**src/rtl/idex_operand_stage.sv**
```systemverilog
// ID/EX operand stage: the ID/EX pipeline register with stall and flush,
// MEM/WB operand forwarding, immediate extension, ALUSrc selection and
// load-use stall detection for the pipelined MIPS core.
module idex_operand_stage #(
  parameter int WIDTH   = 32,
  parameter int REGBITS = 5
) (
  input  logic               clk,
  input  logic               reset_n,
  input  logic               valid_d,
  input  logic [WIDTH-1:0]   rd1_d,
  input  logic [WIDTH-1:0]   rd2_d,
  input  logic [15:0]        imm_d,
  input  logic               zeroext_d,
  input  logic [REGBITS-1:0] rs_d,
  input  logic [REGBITS-1:0] rt_d,
  input  logic [REGBITS-1:0] rd_d,
  input  logic [2:0]         alucontrol_d,
  input  logic               alusrc_d,
  input  logic               regdst_d,
  input  logic               regwrite_d,
  input  logic               memtoreg_d,
  input  logic               memwrite_d,
  input  logic               stall_e,
  input  logic               flush_e,
  input  logic [WIDTH-1:0]   aluout_m,
  input  logic [REGBITS-1:0] writereg_m,
  input  logic               regwrite_m,
  input  logic [WIDTH-1:0]   result_w,
  input  logic [REGBITS-1:0] writereg_w,
  input  logic               regwrite_w,
  output logic [WIDTH-1:0]   srca_e,
  output logic [WIDTH-1:0]   srcb_e,
  output logic [2:0]         alucontrol_e,
  output logic [WIDTH-1:0]   writedata_e,
  output logic [REGBITS-1:0] writereg_e,
  output logic               regwrite_e,
  output logic               memtoreg_e,
  output logic               memwrite_e,
  output logic               valid_e,
  output logic [1:0]         fwda_e,
  output logic [1:0]         fwdb_e,
  output logic               lwstall_d
);

  localparam logic [1:0] FWD_REG = 2'b00;
  localparam logic [1:0] FWD_MEM = 2'b10;
  localparam logic [1:0] FWD_WB  = 2'b01;

  typedef struct packed {
    logic [WIDTH-1:0]   rd1;
    logic [WIDTH-1:0]   rd2;
    logic [WIDTH-1:0]   imm;
    logic [REGBITS-1:0] rs;
    logic [REGBITS-1:0] rt;
    logic [REGBITS-1:0] rd;
    logic [2:0]         alucontrol;
    logic               alusrc;
    logic               regdst;
    logic               regwrite;
    logic               memtoreg;
    logic               memwrite;
    logic               valid;
  } idex_t;

  idex_t            ex_d;
  idex_t            ex_q;
  logic [WIDTH-1:0] imm_ext_d;

  // Forward select for one source register; MEM wins over WB, $0 never forwards.
  function automatic logic [1:0] fwd_select(
    input logic               valid,
    input logic [REGBITS-1:0] src,
    input logic               wr_m,
    input logic [REGBITS-1:0] dst_m,
    input logic               wr_w,
    input logic [REGBITS-1:0] dst_w
  );
    logic [1:0] sel;
    sel = FWD_REG;
    if (!valid || (src == {REGBITS{1'b0}})) begin
      sel = FWD_REG;
    end else if (wr_m && (dst_m == src)) begin
      sel = FWD_MEM;
    end else if (wr_w && (dst_w == src)) begin
      sel = FWD_WB;
    end else begin
      sel = FWD_REG;
    end
    return sel;
  endfunction

  // Operand mux driven by a forward select.
  function automatic logic [WIDTH-1:0] fwd_mux(
    input logic [1:0]       sel,
    input logic [WIDTH-1:0] reg_val,
    input logic [WIDTH-1:0] mem_val,
    input logic [WIDTH-1:0] wb_val
  );
    logic [WIDTH-1:0] val;
    case (sel)
      FWD_MEM: val = mem_val;
      FWD_WB:  val = wb_val;
      default: val = reg_val;
    endcase
    return val;
  endfunction

  // Extend the raw immediate before it enters the pipeline register.
  always_comb begin
    imm_ext_d = {WIDTH{1'b0}};
    if (zeroext_d) begin
      imm_ext_d = {{(WIDTH-16){1'b0}}, imm_d};
    end else begin
      imm_ext_d = {{(WIDTH-16){imm_d[15]}}, imm_d};
    end
  end

  // Next E-register contents: flush bubble beats stall hold beats load.
  always_comb begin
    ex_d = ex_q;
    if (flush_e) begin
      ex_d = '0;
    end else if (stall_e) begin
      ex_d = ex_q;
    end else begin
      ex_d.rd1        = rd1_d;
      ex_d.rd2        = rd2_d;
      ex_d.imm        = imm_ext_d;
      ex_d.rs         = rs_d;
      ex_d.rt         = rt_d;
      ex_d.rd         = rd_d;
      ex_d.alucontrol = alucontrol_d;
      ex_d.alusrc     = alusrc_d;
      ex_d.regdst     = regdst_d;
      ex_d.regwrite   = regwrite_d;
      ex_d.memtoreg   = memtoreg_d;
      ex_d.memwrite   = memwrite_d;
      ex_d.valid      = valid_d;
    end
  end

  // ID/EX pipeline register with synchronous active-low reset.
  always_ff @(posedge clk) begin
    if (!reset_n) begin
      ex_q <= '0;
    end else begin
      ex_q <= ex_d;
    end
  end

  // Forwarding, operand selection, destination choice and load-use detection.
  always_comb begin
    fwda_e       = fwd_select(ex_q.valid, ex_q.rs, regwrite_m, writereg_m,
                              regwrite_w, writereg_w);
    fwdb_e       = fwd_select(ex_q.valid, ex_q.rt, regwrite_m, writereg_m,
                              regwrite_w, writereg_w);
    srca_e       = fwd_mux(fwda_e, ex_q.rd1, aluout_m, result_w);
    writedata_e  = fwd_mux(fwdb_e, ex_q.rd2, aluout_m, result_w);
    srcb_e       = ex_q.alusrc ? ex_q.imm : writedata_e;
    writereg_e   = ex_q.regdst ? ex_q.rd : ex_q.rt;
    alucontrol_e = ex_q.alucontrol;
    regwrite_e   = ex_q.regwrite;
    memtoreg_e   = ex_q.memtoreg;
    memwrite_e   = ex_q.memwrite;
    valid_e      = ex_q.valid;
    lwstall_d    = ex_q.valid & ex_q.memtoreg & valid_d
                 & ((ex_q.rt == rs_d) | (ex_q.rt == rt_d))
                 & (ex_q.rt != {REGBITS{1'b0}});
  end

endmodule

```
**config.mk**
```make
export PLATFORM = sky130hd
export DESIGN_NAME = idex_operand_stage
export DESIGN_NICKNAME = d
export VERILOG_FILES = /design/src/rtl/idex_operand_stage.sv
export SDC_FILE = /design/constraint.sdc
export NUM_CORES = 1
export LEC_CHECK = 0
export CAP_MARGIN = 5
export CORE_ASPECT_RATIO = 1.25
export CORE_MARGIN = 5
export CORE_UTILIZATION = 50
export DETAILED_ROUTE_END_ITERATION = 10
export DONT_BUFFER_PORTS = 1
export MAX_ROUTING_LAYER = met4
export SKIP_LAST_GASP = 1
export SLEW_MARGIN = 0
export SYNTH_ARGS = -nofsm -noshare
export SYNTH_HDL_FRONTEND = slang
export SYNTH_SLANG_ARGS = --single-unit
```
**constraint.sdc**
```tcl
create_clock -name clk -period 3.2 [get_ports clk]
set_input_delay 0.48 -clock clk [delete_from_list [all_inputs] [get_ports clk]]
set_output_delay 0.48 -clock clk [all_outputs]
set_load 0.005 [all_outputs]
```
==> impl_results.md <==
* GP Congestion at 0.943
* Setup slack, reg-to-reg at between 2000 and 2500 ps
* H-tree depth at 3
* Initial antenna violation count at 0
* Placed cell area at 6180 um^2
* Reg-to-reg startpoint: ex_q[5]
* Hold EP: ex_q[100]
* Tmin final at around 3200 ps
* Footprint of the multi-input gates at roughly 3500 um^2
* Area delta synth->final at 14.9%
* Average size of a mapped cell at around 8.6 um^2
* Asr flop ratio synth at 0
* Leakage at approximately 0.0027 uW
* # nets final at 870
* Port bufs at 0
* Die width at between 100 and 150 um
* Netlist cell types at 28
* Final wirelength at 19300 um
* Gate Count Post-Synth at approximately 670
* First-pass detailed-route iteration total at 6
* Final Hold Vio Count at 0
* Total GRT Usage at 0.272
* Vias/cell at just over 6
* First-pass GRT wire length at 28300 um
* # setup viols final at 0
* Fill cells at approximately 1000
* Chip height at between 100 and 150 um
* Worst Setup Start Kind: flop
* Cts bufs inserted at 9
* Worst skew pair latency at between 300 and 400 ps
* DPL Wire Length at approximately 15000 um
* Core footprint at 11500 um^2
* Final core utilization at 0.579
* Pin count of the biggest net entering global routing at 107
* Final instance area at roughly 6700 um^2
* Worst Hold Class: in -> reg
* Antenna diodes at 0
* Slew HR at 0.211
* Critical path required time at between 2000 and 3000 ps
* Fraction of layout cells with a size suffix above 1 at 0.218
* Initial drt markers at 286
* Status: complete, no violations
* I/O Pins at between 200 and 300
* Drt wl/cell at 23.5 um
* Slew @ Worst Pin at between 1000 and 1500 ps
* Clock root buffer: clkbuf_16
* DRC errors left at 0
* RR Endpoint: ex_q[5]
* Reg clk slew, reported paths at ~70 ps
* Reg area at approximately 2100 um^2
* Die ar. at about 14000 um^2
* Total gr overflow at 0
* Max-cap viol count at 0
* Tcrit/Tclk final at 0.990
* Syn_nets at around 860
* Initial core utilization at 0.504
* CTS tree: built
* Post-synth EDFFs at 0
* Crit. End Element: output pin
* Maximum clock path buffer count at 2
* Hold buffers post-CTS at 0
* Row cnt at 44
* Worst hold start: rd1_d[12]
* Post-DRT Antenna Nets at 0
* Synth Warn # at 0
* Via Count at 5015
* Max-slew violations at 0
* Worst vdd ir at around 220 uV
* Crit path max fanout at 15
* Clock tree sinks at approximately 110
* RSZ-0062 raised after global routing: true
* Register area share after synthesis at 0.362
* Synth Cell Area at 5800 um^2
* Vias in the first global route at 5032
* Setup skew after layout at 0 ps
* Worst reg2reg path depth at 3
* Post-synthesis register bit count at roughly 110
* Hold Crit Depth at 2
* Critical Path AT at 2690 ps
* Max Freq at around 0.32 GHz
* Crit Path Class: reg -> out
* Power Dens Cells at approximately 420 nW/um^2
* Main synth FF type: dfxtp_1
## state kept, by name (all words and copies together), names as in the netlist
signal / flops
alucontrol_e: 3
ex_q: 98
memtoreg_e: 1
memwrite_e: 1
regwrite_e: 1
valid_e: 1
## kinds of logic after synthesis
kind of cell               synth area share
DFF                                   0.362
buffers and inverters                0.0511
and+or+nand+nor                       0.136
AOI/OAI and AO/OA                     0.144
xor gates and xnor gates             0.0466
muxes                                 0.251
adders and majority gates           0.00862
## power by group
part,switching [uW],internal (uW)
clock,486,702
sequential,29.4,1350
combinational,118,140
total,633,2190
## critical path, stage by stage, from the launching register on
cell and delay, ps:
dfxtp_4 360, buf_4 160, xnor2_2 160, nand4_1 130
or4_1 500, ha_2 220, buf_6 160, a22oi_2 120
o21ai_0 100, buf_4 150, mux2_2 280
## synthesized netlist by cell type (all sizes together), types with 4 or more instances
cell type	number	area (um^2)
xor2	14	130
a22oi	64	480
buf	27	158
nor4	4	25.0
mux2	37	417
or4	4	30.0
clkbuf	37	139
ha	4	50.1
o21ai	66	330
mux2i	104	1040
nand2	68	255
dfxtp	105	2100
xnor2	16	140
nor2	105	394
## per-stage QoR
stage / worst slack [ps] / hold WS (ps) / setup TNS (ps) / total power [uW] / std cells
6_report: 30.8 / 280 / 0 / 2820 / 823
5_1_grt: -74.0 / 274 / -268 / 2930 / 823
4_1_cts: 2.33 / 272 / 0 / 2850 / 823
3_5_place_dp: 145 / 482 / 0 / 1660 / 805
3_3_place_gp: 220 / 470 / 0 / 1650 / 805
2_1_floorplan: 343 / 458 / 0 / 1630 / 672
## metal layers
| metal | GRT usage | wire, um | up-vias |
|---|---|---|---|
| li1 | - | - | 2368 |
| met1 | 0.296 | 7060 | 2316 |
| met2 | 0.440 | 9360 | 282 |
| met3 | 0.110 | 2140 | 49 |
| met4 | 0.118 | 779 | 0 |
| met5 | - | 0 | - |
## cells in the final DEF (no fill, tap or decap), drive strengths merged, types with 14 or more instances in the layout
cell type | synthesis | final
nor2 | 105 | 105
dfxtp | 105 | 105
mux2i | 104 | 104
nand2 | 68 | 68
o21ai | 66 | 66
a22oi | 64 | 64
buf | 27 | 62
mux2 | 37 | 37
xnor2 | 16 | 16
xor2 | 14 | 14
## area by class of cell
class | instances | share of cell area
flip-flops and latches | 105 | 0.318
repair buffers | 62 | 0.0801
multi-input cells | 503 | 0.528
clock buffers | 10 | 0.0358
clock inverters | 5 | 0.0120
well taps | 138 | 0.0259
## what timing repair did
item / CTS / global route
resized for setup: 20 / 40
pin swaps: 2 / 2
gates cloned: 0 / 0
buffers inserted: 3 / 0
endpoints found under the setup margin: 46 / 63
## worst max-delay path by stage
stage / from / to
final: ex_q[18] / srcb_e[0]
after global routing: ex_q[17] / srcb_e[0]
after CTS: ex_q[18] / srcb_e[15]
after detailed placement: writereg_m[4] / srcb_e[15]
after global placement: writereg_m[4] / srcb_e[13]
after floorplan: writereg_m[1] / srcb_e[22]
Power figures use the tool's default switching activity.
